File: src/rtl/pwm_bank_if.sv
// Bus bundle for pwm_bank: control/staging inputs from the host side and the
// registered PWM outputs and status back to it.
interface pwm_bank_if #(
  parameter int CHANNELS = 4,
  parameter int WIDTH    = 8
);

  logic                      enable;
  logic                      load;
  logic [WIDTH-1:0]          period;
  logic [CHANNELS*WIDTH-1:0] duty;
  logic                      center;
  logic [CHANNELS-1:0]       pwm;
  logic                      frame_start;
  logic                      pending;

  modport master (
    output enable,
    output load,
    output period,
    output duty,
    output center,
    input  pwm,
    input  frame_start,
    input  pending
  );

  modport slave (
    input  enable,
    input  load,
    input  period,
    input  duty,
    input  center,
    output pwm,
    output frame_start,
    output pending
  );

endinterface

File: src/rtl/pwm_bank.sv
// Multi-channel PWM generator. All channels share one period counter that runs
// either edge-aligned (0..period, wrap) or center-aligned (up 0..period-1, then
// down period-1..0). Period, duty and mode are double-buffered: a load stages
// them in shadow registers, and they reach the active registers only at a frame
// boundary (or right away while idle), so a frame never changes shape midway.
module pwm_bank #(
  parameter int CHANNELS = 4,
  parameter int WIDTH    = 8
) (
  input logic       clk,
  input logic       reset_n,
  pwm_bank_if.slave bus
);

  localparam logic [WIDTH-1:0] CNT_ONE = {{(WIDTH-1){1'b0}}, 1'b1};

  typedef enum logic {
    DIR_UP   = 1'b0,
    DIR_DOWN = 1'b1
  } dir_t;

  typedef logic [CHANNELS-1:0][WIDTH-1:0] duty_vec_t;

  dir_t                dir_q, dir_d;
  logic [WIDTH-1:0]    cnt_q, cnt_d;

  logic [WIDTH-1:0]    period_a_q, period_a_d;
  duty_vec_t           duty_a_q, duty_a_d;
  logic                center_a_q, center_a_d;

  logic [WIDTH-1:0]    period_s_q, period_s_d;
  duty_vec_t           duty_s_q, duty_s_d;
  logic                center_s_q, center_s_d;

  logic                pending_q, pending_d;
  logic [CHANNELS-1:0] pwm_q, pwm_d;
  logic                frame_start_q, frame_start_d;

  duty_vec_t           duty_in;
  logic                boundary;
  logic                last_up;

  assign duty_in = bus.duty;

  // Detect the last counter value of the frame and the top of the up-ramp.
  always_comb begin
    boundary = 1'b0;
    last_up  = 1'b0;
    if (period_a_q == '0) begin
      boundary = 1'b1;
    end else if (center_a_q) begin
      boundary = (dir_q == DIR_DOWN) && (cnt_q == '0);
      last_up  = (dir_q == DIR_UP) && (cnt_q == (period_a_q - CNT_ONE));
    end else begin
      boundary = (cnt_q == period_a_q);
    end
  end

  // Counter and direction: hold at 0/up while idle, restart at every boundary.
  always_comb begin
    cnt_d = cnt_q;
    dir_d = dir_q;
    if (!bus.enable || boundary) begin
      cnt_d = '0;
      dir_d = DIR_UP;
    end else if (!center_a_q) begin
      cnt_d = cnt_q + CNT_ONE;
    end else begin
      case (dir_q)
        DIR_UP: begin
          if (last_up) begin
            dir_d = DIR_DOWN;
          end else begin
            cnt_d = cnt_q + CNT_ONE;
          end
        end
        DIR_DOWN: begin
          cnt_d = cnt_q - CNT_ONE;
        end
      endcase
    end
  end

  // Shadow staging and transfer into the active set; a load on the boundary
  // goes straight to the active set so it is not delayed by a whole frame.
  always_comb begin
    period_s_d = period_s_q;
    duty_s_d   = duty_s_q;
    center_s_d = center_s_q;
    period_a_d = period_a_q;
    duty_a_d   = duty_a_q;
    center_a_d = center_a_q;
    pending_d  = pending_q;

    if (bus.load) begin
      period_s_d = bus.period;
      duty_s_d   = duty_in;
      center_s_d = bus.center;
      pending_d  = 1'b1;
    end

    if (bus.enable && boundary) begin
      if (bus.load) begin
        period_a_d = bus.period;
        duty_a_d   = duty_in;
        center_a_d = bus.center;
        pending_d  = 1'b0;
      end else if (pending_q) begin
        period_a_d = period_s_q;
        duty_a_d   = duty_s_q;
        center_a_d = center_s_q;
        pending_d  = 1'b0;
      end
    end else if (!bus.enable && pending_q) begin
      period_a_d = period_s_q;
      duty_a_d   = duty_s_q;
      center_a_d = center_s_q;
      if (!bus.load) begin
        pending_d = 1'b0;
      end
    end
  end

  // Compare each channel against the shared counter; silent while idle.
  always_comb begin
    pwm_d         = '0;
    frame_start_d = 1'b0;
    if (bus.enable) begin
      for (int i = 0; i < CHANNELS; i++) begin
        pwm_d[i] = (cnt_q < duty_a_q[i]);
      end
      frame_start_d = (cnt_q == '0) && (dir_q == DIR_UP);
    end
  end

  // State register with synchronous active-low reset clearing everything.
  always_ff @(posedge clk) begin
    if (!reset_n) begin
      dir_q         <= DIR_UP;
      cnt_q         <= '0;
      period_a_q    <= '0;
      duty_a_q      <= '0;
      center_a_q    <= 1'b0;
      period_s_q    <= '0;
      duty_s_q      <= '0;
      center_s_q    <= 1'b0;
      pending_q     <= 1'b0;
      pwm_q         <= '0;
      frame_start_q <= 1'b0;
    end else begin
      dir_q         <= dir_d;
      cnt_q         <= cnt_d;
      period_a_q    <= period_a_d;
      duty_a_q      <= duty_a_d;
      center_a_q    <= center_a_d;
      period_s_q    <= period_s_d;
      duty_s_q      <= duty_s_d;
      center_s_q    <= center_s_d;
      pending_q     <= pending_d;
      pwm_q         <= pwm_d;
      frame_start_q <= frame_start_d;
    end
  end

  assign bus.pwm         = pwm_q;
  assign bus.frame_start = frame_start_q;
  assign bus.pending     = pending_q;

endmodule

File: src/flat_wrapper.sv
// flat-port wrapper written by rule: the top's interface ports become plain ports
module pwm_bank_flat 
#(
  parameter int CHANNELS = 4,
  parameter int WIDTH    = 8
)
  (clk, reset_n, bus_enable, bus_load, bus_period, bus_duty, bus_center, bus_pwm, bus_frame_start, bus_pending);
  pwm_bank_if #(.CHANNELS(CHANNELS), .WIDTH(WIDTH)) bus_i ();
  input logic clk;
  input logic reset_n;
  input wire logic [$bits(bus_i.enable)-1:0] bus_enable;
  input wire logic [$bits(bus_i.load)-1:0] bus_load;
  input wire logic [$bits(bus_i.period)-1:0] bus_period;
  input wire logic [$bits(bus_i.duty)-1:0] bus_duty;
  input wire logic [$bits(bus_i.center)-1:0] bus_center;
  output wire logic [$bits(bus_i.pwm)-1:0] bus_pwm;
  output wire logic [$bits(bus_i.frame_start)-1:0] bus_frame_start;
  output wire logic [$bits(bus_i.pending)-1:0] bus_pending;
  assign bus_i.enable = bus_enable;
  assign bus_i.load = bus_load;
  assign bus_i.period = bus_period;
  assign bus_i.duty = bus_duty;
  assign bus_i.center = bus_center;
  assign bus_pwm = bus_i.pwm;
  assign bus_frame_start = bus_i.frame_start;
  assign bus_pending = bus_i.pending;
  pwm_bank #(.CHANNELS(CHANNELS), .WIDTH(WIDTH)) u_core (.clk(clk), .reset_n(reset_n), .bus(bus_i));
endmodule
File: config.mk
export PLATFORM = sky130hd
export DESIGN_NAME = pwm_bank_flat
export DESIGN_NICKNAME = d
export VERILOG_FILES = /design/src/rtl/pwm_bank_if.sv /design/src/rtl/pwm_bank.sv /design/src/flat_wrapper.sv
export SDC_FILE = /design/constraint.sdc
export NUM_CORES = 1
export LEC_CHECK = 0
export BUFFER_PORTS_ARGS = -buffer_cell sky130_fd_sc_hd__buf_2
export CELL_PAD_IN_SITES_DETAIL_PLACEMENT = 0
export CELL_PAD_IN_SITES_GLOBAL_PLACEMENT = 1
export CORE_AREA = 4 4 95 186
export CTS_CLUSTER_DIAMETER = 60
export DETAILED_ROUTE_END_ITERATION = 7
export DIE_AREA = 0 0 99 190
export GPL_TIMING_DRIVEN = 0
export PLACE_DENSITY = 0.61
export SYNTH_ARGS = -nofsm -noshare
export SYNTH_HDL_FRONTEND = slang
export SYNTH_SLANG_ARGS = --single-unit
File: constraint.sdc
create_clock -name clk -period 7.05 [get_ports clk]
set_clock_uncertainty 0.15 [all_clocks]
set_input_delay 0.3525 -clock clk [delete_from_list [all_inputs] [get_ports clk]]
set_output_delay 0.3525 -clock clk [all_outputs]
set_load 0.005 [all_outputs]
==> metrics, run 1 <==
status=finished clean; cell breakdown of the critical path=inv_1 > ha_1 > nand4b_1 > nor3b_1 > nor2_1 > a31oi_1 > nor2b_1 > clkbuf_1 > clkbuf_1 > o2bb2ai_1; wire length of the first global-routing pass=~20,000 um; Post-CTS Resized=0; Setup Total Neg Slack=0 ns; power density relative to cell area=231 nW/um^2; transition time at the pin with the least slew margin=between 0.8 and 0.9 ns; Final Hold Vio Count=0; number of enable flip-flop cells after synthesis=0; area share of the largest cell type after synthesis=0.394; detail-routed net length per standard cell=16.0 um; unrepaired setup endpoints after global routing=false; Max clock buf depth=2; maxcap violations=0; clock edge transition at the registers on the reported setup and hold paths=0.07 ns; Worst path most repeated cell=sky130_fd_sc_hd__clkbuf_1; Fin Hold WS=0.122 ns; CTS tree=built; DRT Pass-1 Iters=4; share of flip-flops with an asynchronous set or reset after synthesis=0; Slew HR=0.428; fin. max-slew vios=0; Core Area=16,300 sq um; maximum number of pins on one net before global-route repair=17; DIE AREA=18,800 sq um; share of post-route cells with drive strength above 1=0.140; Max Clock Freq=342 MHz; delay contributed by the slowest stage of the critical path=0.67 ns; type of element launching the critical path=flip-flop; timing startpoint of the critical path=u_core.cnt_q[1]$_SDFFE_PP0P_; nets=about 630; starting utilization of the core area=0.303; worst min-delay path category=in2reg; final RePlAce weighted congestion=0.864; floorplan row count=66; mean cell area of the mapped netlist=10.0 sq um; WP buf/inv=3; total setup violations reported at the end of the flow=0; Post-DRT Antenna Nets=0; clock tree root buffer cell=sky130_fd_sc_hd__clkbuf_16; crit share post-route=0.414; overflow left after global routing=0; type of the setup path with the least slack=reg2reg; Netlist Area Pre-Place=between 4000 and 5000 sq um; type of destination of the critical path=flip-flop; instance count of the mapped netlist=492; post-layout util=0.352; most numerous cell in the Yosys netlist=sky130_fd_sc_hd__dfxtp_1; overall fraction of global-route tracks in use=0.137; synthesis-stage register bit count=97; final period demand of the worst path=roughly 3 ns; top area cells in the synthesized netlist=sky130_fd_sc_hd__dfxtp_1, sky130_fd_sc_hd__mux2i_1, sky130_fd_sc_hd__ha_1, sky130_fd_sc_hd__o2bb2ai_1, sky130_fd_sc_hd__nor2b_1; detailed placement HPWL=~9600 um; worst vdd rail ir drop=102 uV; largest area contributor in the synthesized netlist=sky130_fd_sc_hd__dfxtp_1; post-detailed-route DRC marker count=0; sequential share of the synthesized area=0.394; total wirelength of the detailed-routed design=12,100 um; total vias in the final route=around 3,700; number of port buffers=48; detail-routed via count per cell=4.92; clock net sink count=97; number of warning messages in the yosys log=0; static leakage=around 2.3 nW; cell family contributing the most delay on the critical path=buffers and inverters; Antenna diodes=0; syn_nets=568; post-CTS setup repair buffer count=0; chip width=99 um; antenna violations before repair=0; source-to-sink clock delay at the later pin of the worst-skew pair=approximately 0.35 ns; Min-Delay Startpoint=bus_duty[16]; CP max-delay cell=sky130_fd_sc_hd__dfxtp_1; number of distinct library cells after synthesis=47; ports placed on the boundary=between 50 and 60; Clock H-tree levels=3; number of hold buffers added after cts=0; Post-synth top flop=sky130_fd_sc_hd__dfxtp_1; violation count after the first detailed-route iteration=145; data required time of the critical path=7.18 ns; startpoint of the worst-slack reg-to-reg timing path=u_core.cnt_q[1]$_SDFFE_PP0P_; number of buffers created by CTS=9; Layout Area Growth over Synthesis=15.9%; vias in the first global route=3,921; die height=190 um; synth cell count leaders=sky130_fd_sc_hd__dfxtp_1, sky130_fd_sc_hd__mux2i_1, sky130_fd_sc_hd__nor2b_1; data arrival time of the critical path=between 3 and 4 ns; Critical Path Fanout Max=10
layout by cell type, fill, tap and decap left out, drive strengths merged, types with 2 or more instances in the layout:
cell type and count:
o2bb2ai 41, nand4b 4, o21ai 11, a211oi 5, mux2i 83, nor2 11
or3 8, inv 34, xor2 9, clkinvlp 2, a21o 9, and3 3
nand2 7, buf 59, nand4 4, clkbuf 33, a31oi 5, nor2b 44
nand2b 7, nor3 3, nor4 5, a211o 4, xnor2 3, dfxtp 97
ha 31, o21bai 4, or4 2, a21oi 15, o31ai 3
cells by family after synthesis:
logic type | after synthesis | synth area share
AOI/OAI and AO/OA | 102 | 0.156
muxes | 83 | 0.168
buffers and inverters | 64 | 0.0558
DFF | 97 | 0.394
xor gates and xnor gates | 12 | 0.0213
adders and majority gates | 31 | 0.0786
and+or+nand+nor | 103 | 0.127
routing by layer:
layer  vias to the layer above  share of wire  GRT usage
met5                         -              0          0
met4                         0          0.036     0.0757
met3                        24          0.027     0.0235
met2                        61           0.55      0.252
met1                      1767           0.39      0.143
li1                       1887              -          -
final cells by class:
| class | count | area [sq um] |
|---|---|---|
| buffer | 32 | 155 |
| inverter | 32 | 120 |
| sequential | 97 | 1940 |
| multi-input combinational | 331 | 2720 |
| fill | 1634 | 10500 |
| clock buffer | 12 | 256 |
| timing repair buffer | 48 | 240 |
| tap | 204 | 255 |
| clock inverter | 4 | 35.0 |
worst min-delay path, delay by kind of cell:
kind          cells  cell delay (ns)
simple gates      1             0.09
buf+inv           1             0.09
mux               1             0.06
through the flow:
| stage | setup slack, ns | std cells | total power, mW | cell area [sq um] |
|---|---|---|---|---|
| after floorplan | 4.80 | 492 | 0.779 | 4930 |
| after global placement | 4.11 | 744 | 0.846 | 5430 |
| after detailed placement | 4.07 | 744 | 0.852 | 5430 |
| after CTS | 4.06 | 760 | 1.34 | 5720 |
| after global routing | 3.86 | 760 | 1.39 | 5720 |
| final | 4.13 | 760 | 1.32 | 5720 |
path summary, 6_finish.rpt:
path | to | slack, ns | cells past startpoint
worst max-delay path | u_core.period_a_q[3]$_SDFFE_PN0P_ | 4.13 | 10
worst min-delay path | u_core.duty_s_q[16]$_SDFFE_PN0P_ | 0.12 | 3
worst max register to register | u_core.period_a_q[3]$_SDFFE_PN0P_ | 4.13 | 10
worst min register to register | u_core.duty_a_q[22]$_SDFFE_PN0P_ | 0.31 | 1
power breakdown:
group | internal [mW] | switching, mW
sequential | 0.584 | 0.0219
clock | 0.263 | 0.222
combinational | 0.103 | 0.126
state kept, by name, indices dropped and copies added (netlist names):
signal / cells
u_core.bus.frame_start: 1
u_core.period_a_q: 8
u_core.period_s_q: 8
u_core.center_a_q: 1
u_core.dir_q: 1
u_core.cnt_q: 8
u_core.duty_a_q: 32
u_core.bus.pending: 1
u_core.bus.pwm: 4
u_core.duty_s_q: 32
u_core.center_s_q: 1
No activity file was read; power rests on OpenSTA's default activity.
==> inputs of run 2 (changes only) <==
PLACE_DENSITY = 0.63   (was 0.61)
clock period = 2.5 ns   (was 7.05 ns; I/O delays follow)
==> run 2 against run 1 <==
  * Utilization is 3.7 points higher
  * Cell area up 11%
  * First-iteration DRC count fell by 34%
  * Maximum frequency grew 22%
  * Via count rose by 4.5%
  * Hold slack improved by 0.048 ns
  * Register-to-register slack got worse by 4.0 ns
==> metrics, run 2 (synthesized netlist as in run 1, its figures left out) <==
status=finished clean (unchanged); final cell count without fillers=805 (was 760); final RePlAce weighted congestion=0.842 (was 0.864); share of total power in sequential cells=0.438 (was 0.459); floorplan row count=66 (unchanged); Setup Total Neg Slack=0 ns (unchanged); number of port buffers=48 (unchanged); DRT Pass-1 Iters=4 (unchanged); power density relative to cell area=618 nW/um^2 (was 231 nW/um^2); ports placed on the boundary=51 (unchanged); commonest cells after routing, fill and taps aside=sky130_fd_sc_hd__dfxtp_1, sky130_fd_sc_hd__mux2i_1, sky130_fd_sc_hd__buf_2 (unchanged); maximum number of pins on one net before global-route repair=19 (was 17); crit share post-route=0.962 (was 0.414); switching fraction of total power=0.277 (was 0.280); number of buffers created by CTS=9 (unchanged); number of placed instances, taps included=744 (unchanged); detail-routed net length per standard cell=15.6 um (was 16.0 um); chip width=99 um (unchanged); Core Area=16,300 sq um (unchanged); overflow left after global routing=0 (unchanged); data arrival time of the critical path=2.49 ns (was 3.05 ns); detail-routed via count per cell=4.85 (was 4.92); type of destination of the critical path=flip-flop (unchanged); nets=672 (was 627); detailed placement HPWL=9500 um (was 9570 um); Final Hold Vio Count=0 (unchanged); clock net sink count=97 (unchanged); switching power=1.08 mW (was 0.369 mW); share of post-route cells with drive strength above 1=0.188 (was 0.140); type of element launching the critical path=flip-flop (unchanged); transition time at the pin with the least slew margin=0.835 ns (was 0.858 ns); Power, Total=3.91 mW (was 1.32 mW); Post-DRT Antenna Nets=0 (unchanged); Clk pwr share=0.377 (was 0.367); Max clock buf depth=2 (unchanged); Critical Path Fanout Max=10 (unchanged); final period demand of the worst path=2.40 ns (was 2.92 ns); data required time of the critical path=2.59 ns (was 7.18 ns); antenna violations before repair=0 (unchanged); source-to-sink clock delay at the later pin of the worst-skew pair=0.36 ns (was 0.35 ns); DIE AREA=18,800 sq um (unchanged); total setup violations reported at the end of the flow=0 (unchanged); total wirelength of the detailed-routed design=12,600 um (was 12,100 um); starting utilization of the core area=0.303 (unchanged); fin. max-slew vios=0 (unchanged); post-detailed-route DRC marker count=0 (unchanged); static leakage=2.55 nW (was 2.28 nW); share of power burned in combinational logic=0.185 (was 0.174); Max Clock Freq=416 MHz (was 342 MHz); Antenna diodes=0 (unchanged); Slew HR=0.443 (was 0.428); worst min-delay path category=in2reg (unchanged); vias in the first global route=4,080 (was 3,921); Layout Area Growth over Synthesis=28.3% (was 15.9%); clock edge transition at the registers on the reported setup and hold paths=0.08 ns (was 0.07 ns); wire length of the first global-routing pass=20,500 um (was 20,000 um); most frequent standard cell in the layout excluding fill and tap cells=sky130_fd_sc_hd__dfxtp_1 (unchanged); internal power=2.83 mW (was 0.950 mW); registers with the most flip-flops=u_core.duty_a_q: 32 flops, u_core.duty_s_q: 32 flops (unchanged); total vias in the final route=3,907 (was 3,739); die height=190 um (unchanged); maxcap violations=0 (unchanged); clock tree root buffer cell=sky130_fd_sc_hd__clkbuf_16 (unchanged); post-layout util=0.389 (was 0.352); violation count after the first detailed-route iteration=96 (was 145); Clock H-tree levels=3 (unchanged); CTS tree=built (unchanged); overall fraction of global-route tracks in use=0.138 (was 0.137); type of the setup path with the least slack=reg2reg (unchanged); worst vdd rail ir drop=341 uV (was 102 uV)
-- run 2: changes by cell type in the layout (fill, tap and decap cells not counted), moves of 3 or more --
cell	before	now
sky130_fd_sc_hd__dlygate4sd3_1	0	42
sky130_fd_sc_hd__clkbuf_1	21	9
sky130_fd_sc_hd__dfxtp_4	0	3
sky130_fd_sc_hd__clkbuf_2	1	4
sky130_fd_sc_hd__dfxtp_1	97	87
sky130_fd_sc_hd__clkbuf_4	0	3
sky130_fd_sc_hd__dfxtp_2	0	7
-- run 2: critical path, cell delays in order, from the launching register on --
cell and delay, ns:
sky130_fd_sc_hd__dfxtp_2 0.52, sky130_fd_sc_hd__xor2_1 0.14, sky130_fd_sc_hd__nor4_1 0.31, sky130_fd_sc_hd__nand3_1 0.26, sky130_fd_sc_hd__a21oi_2 0.23, sky130_fd_sc_hd__buf_4 0.13
sky130_fd_sc_hd__buf_4 0.21, sky130_fd_sc_hd__mux2i_2 0.26, sky130_fd_sc_hd__o2bb2ai_1 0.09
-- run 2: repair_timing --
item	CTS	global route
gates resized for setup	18	29
hold buffers	42	0
setup buffers	3	1
endpoints found under the hold margin	83	0
setup endpoints to repair	48	48
pin swaps	2	7
gates cloned	0	1
-- run 2: path summary, 6_finish.rpt --
check | start | endpoint | slack [ns] | cells past startpoint
min reg2reg | u_core.duty_a_q[11]$_SDFFE_PN0P_ | u_core.duty_a_q[11]$_SDFFE_PN0P_ | 0.32 | 1
min | reset_n | u_core.duty_a_q[26]$_SDFFE_PN0P_ | 0.17 | 4
max reg2reg | u_core.cnt_q[7]$_SDFFE_PP0P_ | u_core.duty_a_q[29]$_SDFFE_PN0P_ | 0.1 | 8
max | u_core.cnt_q[7]$_SDFFE_PP0P_ | u_core.duty_a_q[29]$_SDFFE_PN0P_ | 0.1 | 8
-- run 2: layout make-up --
cell class | count | area [sq um]
fill | 1638 | 9940
multi-input combinational | 331 | 2770
sequential | 97 | 1960
timing repair buffer | 95 | 716
tap | 204 | 255
clock buffer | 10 | 239
buffer | 30 | 184
inverter | 32 | 120
clock inverter | 6 | 83.8
-- run 2: stage by stage --
step,hold WS [ns],worst slack [ns],area [sq um]
after floorplan,0.144,0.247,4930
after global placement,0.251,-0.429,5430
after detailed placement,0.261,-0.470,5430
after CTS,0.180,0.00828,6240
after global routing,0.199,-0.00998,6330
final,0.170,0.0958,6330
-- run 2: power by group through the flow --
stage	Sequential, mW	Combinational [mW]	Clock [mW]
6_report	1.71	0.723	1.48
5_1_grt	1.73	0.805	1.57
4_1_cts	1.71	0.722	1.52
3_5_place_dp	1.74	0.658	0
3_3_place_gp	1.74	0.646	0
2_1_floorplan	1.73	0.470	0
-- run 2: layer usage --
layer	share of wire	GRT usage	vias up	wire [um]
met1	0.38	0.142	1851	4830
met3	0.024	0.0169	20	302
met4	0.030	0.0647	0	379
met5	0	0	-	0
met2	0.56	0.268	62	7050
li1	-	-	1974	-
